File: src/rtl/uart_pkt_tx.sv
// Packet framer for the UART transmitter: header, payload bytes LSB-first,
// then an 8-bit wrapping checksum, one byte per trmt/tx_done handshake.
module uart_pkt_tx #(
   parameter int         NUM_BYTES = 4,
   parameter logic [7:0] HEADER    = 8'hA5
) (
   input  logic                   clk,
   input  logic                   rst_n,
   input  logic                   send,
   input  logic [8*NUM_BYTES-1:0] payload,
   output logic                   busy,
   output logic                   pkt_done,
   output logic                   trmt,
   output logic [7:0]             tx_data,
   input  logic                   tx_done
);

   typedef enum logic [1:0] {
      IDLE,
      STRB,
      CLR,
      WAIT
   } state_t;

   localparam logic [3:0] LAST = 4'(NUM_BYTES + 1);

   state_t                 state_q, state_d;
   logic [3:0]             idx_q, idx_d;
   logic [7:0]             acc_q, acc_d;
   logic [8*NUM_BYTES-1:0] pld_q, pld_d;
   logic [8*NUM_BYTES-1:0] pld_sh;
   logic [7:0]             pld_byte;
   logic                   busy_d, pkt_done_d, trmt_d;
   logic [7:0]             tx_data_d;
   logic                   accept, last;

   // The pkt_done cycle is already IDLE but must still reject send.
   assign accept   = send & ~pkt_done & (state_q == IDLE);
   assign last     = (idx_q == LAST);
   assign pld_sh   = pld_q >> {idx_q, 3'b000};
   assign pld_byte = pld_sh[7:0];

   always_ff @(posedge clk or negedge rst_n) begin
      if (!rst_n) begin
         state_q  <= IDLE;
         idx_q    <= '0;
         acc_q    <= '0;
         pld_q    <= '0;
         busy     <= 1'b0;
         pkt_done <= 1'b0;
         trmt     <= 1'b0;
         tx_data  <= 8'h00;
      end else begin
         state_q  <= state_d;
         idx_q    <= idx_d;
         acc_q    <= acc_d;
         pld_q    <= pld_d;
         busy     <= busy_d;
         pkt_done <= pkt_done_d;
         trmt     <= trmt_d;
         tx_data  <= tx_data_d;
      end
   end

   always_comb begin
      state_d = state_q;
      unique case (state_q)
         IDLE:    if (accept) state_d = STRB;
         STRB:    state_d = CLR;
         CLR:     state_d = WAIT;
         WAIT:    if (tx_done) state_d = last ? IDLE : STRB;
         default: state_d = IDLE;
      endcase
   end

   // Register inputs are computed one cycle ahead so every output is a flop.
   always_comb begin
      busy_d     = (state_d != IDLE);
      pkt_done_d = 1'b0;
      trmt_d     = 1'b0;
      tx_data_d  = tx_data_q_hold();
      idx_d      = idx_q;
      acc_d      = acc_q;
      pld_d      = pld_q;
      unique case (1'b1)
         accept: begin
            pld_d     = payload;
            idx_d     = 4'd0;
            acc_d     = HEADER;
            trmt_d    = 1'b1;
            tx_data_d = HEADER;
         end
         (state_q == STRB) && (idx_q != 4'd0) && !last: begin
            acc_d = acc_q + tx_data;
         end
         (state_q == WAIT) && tx_done && last: begin
            pkt_done_d = 1'b1;
         end
         (state_q == WAIT) && tx_done && !last: begin
            idx_d     = idx_q + 4'd1;
            trmt_d    = 1'b1;
            tx_data_d = (idx_q == LAST - 4'd1) ? acc_q : pld_byte;
         end
         default: ;
      endcase
   end

   function automatic logic [7:0] tx_data_q_hold();
      return tx_data;
   endfunction

endmodule

File: config.mk
export PLATFORM = sky130hd
export DESIGN_NAME = uart_pkt_tx
export DESIGN_NICKNAME = d
export VERILOG_FILES = /design/src/rtl/uart_pkt_tx.sv
export SDC_FILE = /design/constraint.sdc
export NUM_CORES = 1
export LEC_CHECK = 0
export CORE_ASPECT_RATIO = 2
export CORE_MARGIN = 4
export CORE_UTILIZATION = 50
export CTS_CLUSTER_SIZE = 20
export DETAILED_ROUTE_END_ITERATION = 10
export DONT_BUFFER_PORTS = 1
export GPL_TIMING_DRIVEN = 0
export SLEW_MARGIN = 0
export SYNTH_ARGS = -nofsm -noshare
export SYNTH_HDL_FRONTEND = slang
export SYNTH_SLANG_ARGS = --single-unit
File: constraint.sdc
create_clock -name clk -period 2 [get_ports clk]
set_input_delay 0.5 -clock clk [delete_from_list [all_inputs] [get_ports clk]]
set_output_delay 0.5 -clock clk [all_outputs]
set_load 0.02 [all_outputs]
==> results of run 1 <==
-- final timing paths --
path	startpoint	end	slack (ns)	cells past startpoint
max	tx_data[0]	acc_q[6]	0.07	7
min	rst_n	tx_data[3]	0.01	1
max reg2reg	tx_data[0]	acc_q[6]	0.07	7
min reg2reg	pld_q[31]	pld_q[31]	0.47	2
max in group asynchronous	rst_n	acc_q[1]	1.73	1
min in group clk	payload[17]	pld_q[17]	0.26	2
-- stage by stage --
stage	setup TNS (ns)	area [um^2]	utilization, %	std cells	power [mW]
floorplan	0	2824	-	297	3.761
global placement	-1.738	2899	53.02	357	4.237
detailed placement	-2.115	2899	53.02	357	4.292
CTS	0	3143	57.48	375	5.446
global route	-0.06524	3232	59.11	380	6.045
finish	0	3232	59.11	380	5.573
-- cell type report --
type / instances / area (um^2)
buffer: 17 / 93.84
clock buffer: 13 / 148.9
clock inverter: 3 / 40.04
fill: 501 / 2236
inverter: 6 / 23.77
multi-input combinational: 217 / 1348
sequential: 57 / 1430
tap: 60 / 75.07
timing repair buffer: 7 / 72.57
-- critical path, delay by kind of cell, from the launching register on --
family / cells / cell delay (ns)
flops: 1 / 0.48
fa+ha+maj: 2 / 0.62
xor+xnor: 1 / 0.17
compound gates: 4 / 0.56
-- per-layer routing --
layer	share of wire, %	GRT usage, %	vias to the layer above	routed length, um
li1	-	-	1031	-
met2	56	36.28	55	3650
met5	0	0	-	0
met1	36	23.85	1021	2377
met4	3.8	13.60	0	248
met3	3.8	3.725	19	248
-- layout by cell type, fill, tap and decap left out, drive strengths merged, types with 2 or more instances in the layout --
master	instances
nand2	99
dfrtp	57
o21ai	27
clkbuf	23
buf	14
nand3	11
nor2b	10
ha	10
nor2	9
mux4	8
a31oi	8
a21oi	6
inv	5
xor2	5
clkinv	3
a21o	3
mux2i	3
or2	2
a211oi	2
o21bai	2
-- cell families (layout without fill, tap and decap cells) --
group	after synthesis	count (layout)	share of synthesized area, %
flops	57	57	50.51
xor+xnor	5	5	1.551
mux	11	11	7.443
fa+ha+maj	11	11	5.140
buf+inv	23	46	3.456
compound gates	52	52	10.55
simple gates	138	138	21.36
-- cell usage after synthesis, types with 3 or more instances --
master,n,area [um^2]
o21ai_0,25,125.1
a21oi_1,6,30.03
nor2_1,9,33.78
nor2b_1,10,62.56
nand2_1,99,371.6
dfrtp_1,57,1426
xor2_1,5,43.79
mux2i_1,3,30.03
nand3_1,11,55.05
a21o_1,3,22.52
ha_1,10,125.1
clkbuf_1,10,37.54
a31oi_1,8,50.05
mux4_2,8,180.2
inv_1,5,18.77
buf_2,5,25.02
-- power by group --
group | internal (mW) | switching [mW] | leakage, nW | total, mW
Combinational | 1.16 | 1.20 | 0.770 | 2.37
Sequential | 1.67 | 0.491 | 0.703 | 2.16
Clock | 0.606 | 0.441 | 0.0974 | 1.05
-- state kept, by name, indices dropped and copies added, names as in the netlist --
register and count:
idx_q 4, tx_data 8, pld_q 32, acc_q 8
state_q 2, trmt 1, busy 1, pkt_done 1
-- what timing repair did --
action | 4_1_cts | 5_1_grt
gates resized for setup | 9 | 11
pin swaps | 1 | 8
hold endpoints to repair | 57 | 0
endpoints found under the setup margin | 11 | 16
hold buffers | 1 | 0
buffers inserted | 1 | 5
==> out/metrics.yaml, run 1 <==
numClockSinks: 57
via_per_inst: 5.595
wirelength_um: 6524
num_rows: 38
start_kind: "flop"
synth_ff_type: "dfrtp_1"
synth-seq-cells: 57
post_drt_wl_per_cell_um: 17.17
coreArea_um2: 5468
worstSetupEndpointType: "flop"
maxSlewViolCount: 0
worst_slack_ns: 0.06520
grt-ovfl-total: 0
final_antenna_net_count: 0
drv_cap: 0
die_width_um: 61.14
synthToLayoutAreaGrowth_pct: 14.44
fmax_mhz: 516.8
p_leak_nw: 1.570
nNetsFinal: 362
grt_usage_pct: 21.56
syn_area_um2: 2824
die_h_um: 114.3
grt_max_degree: 58
worstPathCellList: "ha_4 > fa_2 > a211oi_2 > o21bai_1 > a21oi_1 > xor2_1 > o21ai_1"
grt_first_pass_wirelength_um: 10830
yosys_warnings: 0
hold_violations: 0
required_ns: 2.23
synth_nets: 344
hold_class: "in2async"
clock-root-buffer: "clkbuf_8"
syn_avg_cell_area_um2: 9.508
yosysUniqueCellTypes: 35
critPathArrivalTime_ns: 2.16
report.final.setup_viol: 0
power_density_nw_per_um2: 1724
vias: 2126
relSlewSlack_pct: 64.96
period_share_pct: 96.74
htree_levels: 3
antenna_found_initial: 0
dpl.hpwl_um: 4730
diodes: 0
fin_skew_ns: 0.005789
clk_pin_slew_ns: 0.06
numCtsBuffers: 9
place_ws_ns: -0.2948
drive_above_1_share_pct: 15.94
cts_tree: "done"
status: "finished, final reports clean"
syn-instance-count: 297
cts.path.max_buffers: 2
drtIter0Drc: 92
critPathMaxStageDelay_ns: 0.48
io_buffers: 0
tightestPinTransition_ns: 0.5256
synthArstFlopShare_pct: 100.0
worstSetupPathType: "reg2reg"
drc: 0
finalCriticalPeriod_ns: 1.935
gp_congestion: 0.7480
worstSkewPairLatency_ns: 0.34
grt_pass1_vias: 2219
ir_worst_vdd_uv: 1050
critPathMaxFanout: 3
synth.yosys.seq_area_share_pct: 50.51
slowest_stage: "dfrtp_2"
dr.pass1.iters: 4
initial_core_util_pct: 51.65
synth-edff-count: 0
dieArea_um2: 6987
ios: 47
whs_ns: 0.009730
rsz0062_at_grt: "true"
Power figures use the tool's default switching activity.
==> run 2, diff against run 1 <==
Settings changed: CORE_MARGIN 4 to 2.
==> out/metrics.yaml, run 2 (same netlist as run 1, synthesis figures left out) <==
clock-root-buffer: "clkbuf_8"  # unchanged
worst_slack_ns: 0.09890  # was 0.06520 ns
gp_congestion: 0.7827  # was 0.7480
largest_reg_flops: 32  # unchanged
htree_levels: 3  # unchanged
worstSetupPathType: "reg2reg"  # unchanged
diodes: 0  # unchanged
die_h_um: 110.3  # was 114.3 um
clk_pin_slew_ns: 0.06  # about the same
dr.pass1.iters: 4  # unchanged
die_width_um: 57.14  # was 61.14 um
io_buffers: 0  # unchanged
wirelength_um: 6313  # was 6524 um
critPathMaxFanout: 4  # was 3
synthToLayoutAreaGrowth_pct: 13.11  # was 14.44%
place_ws_ns: -0.2597  # was -0.2948 ns
drtIter0Drc: 77  # was 92
p_int_mw: 3.364  # was 3.438 mW
drive_above_1_share_pct: 15.56  # was 15.94%
numClockSinks: 57  # unchanged
seqCellArea_um2: 1430  # unchanged
worstSetupEndpointType: "flop"  # unchanged
nFillCells: 512  # was 501
cp_top_family: "compound AO/OA/AOI/OAI gates"  # was adder cells
post_drt_wl_per_cell_um: 16.83  # was 17.17 um
power_frac_seq_pct: 39.3  # was 38.8%
worstSkewPairLatency_ns: 0.34  # about the same
initial_core_util_pct: 52.10  # was 51.65%
worst-path-stages: 6  # was 7
dieArea_um2: 6301  # was 6987 um^2
critPathMostFrequentCell: "mux2i_1"
timing.rr.start: "tx_data[1]"  # was tx_data[0]
grt-ovfl-total: 0  # unchanged
required_ns: 2.27  # was 2.23 ns
maxSlewViolCount: 0  # unchanged
vias: 2060  # was 2,126
hold_class: "in2async"  # unchanged
violations: "negative hold slack"
r2r_cells: 6  # was 7
drc: 0  # unchanged
antenna_found_initial: 0  # unchanged
num_rows: 38  # unchanged
worstPathCellList: "ha_1 > a211oi_1 > o21bai_1 > o22ai_2 > mux2i_1 > mux2i_1"  # was ha_4 > fa_2 > a211oi_2 > o21bai_1 > a21oi_1 > xor2_1 > o21ai_1
rrSetupSlack_ns: 0.1  # was 0.07 ns
max_flop_register: "pld_q"  # unchanged
whs_ns: -0.001659  # was 0.009730 ns
cts.path.max_buffers: 2  # unchanged
final_antenna_net_count: 0  # unchanged
critPathArrivalTime_ns: 2.17  # was 2.16 ns
layout_common_cells: "nand2_1, dfrtp_1, o21ai_0"  # unchanged
status: "finished with violations"  # was finished, final reports clean
report.final.setup_viol: 0  # unchanged
coreArea_um2: 5420  # was 5468 um^2
r2r_end: "acc_q[7]"  # was acc_q[6]
reg_top3: "pld_q x32, acc_q x8, tx_data x8"  # unchanged
numCtsBuffers: 9  # unchanged
period_share_pct: 95.06  # was 96.74%
switching_share_pct: 38.65  # was 38.31%
multiInputGateArea_um2: 1336  # was 1348 um^2
tightestPinTransition_ns: 0.5195  # was 0.5256 ns
fmax_mhz: 526.0  # was 516.8 MHz
finalPower_mw: 5.484  # was 5.573 mW
slowest_stage: "dfrtp_2"  # unchanged
hold_violations: 2  # was 0
switching_power_mw: 2.119  # was 2.135 mW
crit_start: "tx_data[1]"  # was tx_data[0]
start_kind: "flop"  # unchanged
clkPwrFrac_pct: 18.6  # was 18.8%
p_leak_nw: 1.555  # was 1.570 nW
ios: 47  # unchanged
drv_cap: 0  # unchanged
nNetsFinal: 357  # was 362
cts_tree: "done"  # unchanged
power_density_nw_per_um2: 1717  # was 1724 nW/um^2
grt_first_pass_wirelength_um: 10450  # was 10,830 um
fin_skew_ns: 0.002850  # was 0.005789 ns
via_per_inst: 5.493  # was 5.595
crit_buf_inv: 0  # unchanged
combPwrFrac_pct: 42.0  # was 42.4%
crit_end: "acc_q[7]"  # was acc_q[6]
grt_pass1_vias: 2131  # was 2,219
critPathMaxStageDelay_ns: 0.48  # about the same
finalCriticalPeriod_ns: 1.901  # was 1.935 ns
fin_util_pct: 58.93  # was 59.11%
grt_max_degree: 58  # unchanged
grt_usage_pct: 22.64  # was 21.56%
ir_worst_vdd_uv: 1020  # was 1050 uV
final_common_cell: "nand2_1"  # unchanged
dpl.hpwl_um: 4658  # was 4730 um
relSlewSlack_pct: 65.27  # was 64.96%
rsz0062_at_grt: "true"  # unchanged
==> run 2: cell types whose count changed in the layout (fill, tap and decap cells not counted), sizes merged <==
| cell | before | now |
|---|---|---|
| buf | 14 | 10 |
| bufinv | 1 | 0 |
==> run 2: worst min-delay path by stage <==
stage / startpoint / end / depth (start not counted) / slack (ns)
after floorplan: rst_n / acc_q[0] / 0 / 0.20
after global placement: rst_n / state_q[1] / 0 / 0.21
after detailed placement: rst_n / state_q[1] / 0 / 0.21
after CTS: rst_n / busy / 1 / 0.02
after global routing: rst_n / busy / 1 / 0.02
final: rst_n / acc_q[3] / 1 / -0.002
==> run 2: stage by stage <==
step	instance area, um^2	setup TNS [ns]	cells
finish	3194	0	375
floorplan	2824	0	297
global placement	2899	-1.641	357
detailed placement	2899	-1.887	357
CTS	3147	0	375
global route	3194	-0.01150	375
==> run 2: power groups by stage <==
stage / Combinational (mW) / Clock, mW / Sequential, mW
CTS: 2.22 / 1.05 / 2.16
finish: 2.30 / 1.02 / 2.16
detailed placement: 2.12 / 0 / 2.17
global placement: 2.09 / 0 / 2.14
global route: 2.62 / 1.09 / 2.22
floorplan: 1.72 / 0 / 2.04
==> run 2: metal layers <==
metal | wire length, um | vias to the layer above | global-route usage, %
met4 | 135 | 0 | 10.80
met2 | 3589 | 46 | 40.48
met1 | 2306 | 977 | 24.31
li1 | - | 1027 | -
met5 | 0 | - | 0
met3 | 283 | 10 | 6.068
==> run 2: what timing repair did <==
item                                    CTS  global route
setup buffers                             1             1
pin swaps                                 1             3
resized for setup                         9            11
endpoints found under the hold margin    57             0
hold buffers                              1             0
endpoints found under the setup margin   16            16
==> run 2: cell type report <==
class / count / share of cell area, %
inverters: 6 / 0.7442
flip-flops and latches: 57 / 44.77
clock inverters: 2 / 0.3134
plain buffers: 16 / 2.938
clock buffers: 14 / 5.719
repair buffers: 3 / 1.332
multi-input cells: 217 / 41.83
well taps: 60 / 2.350
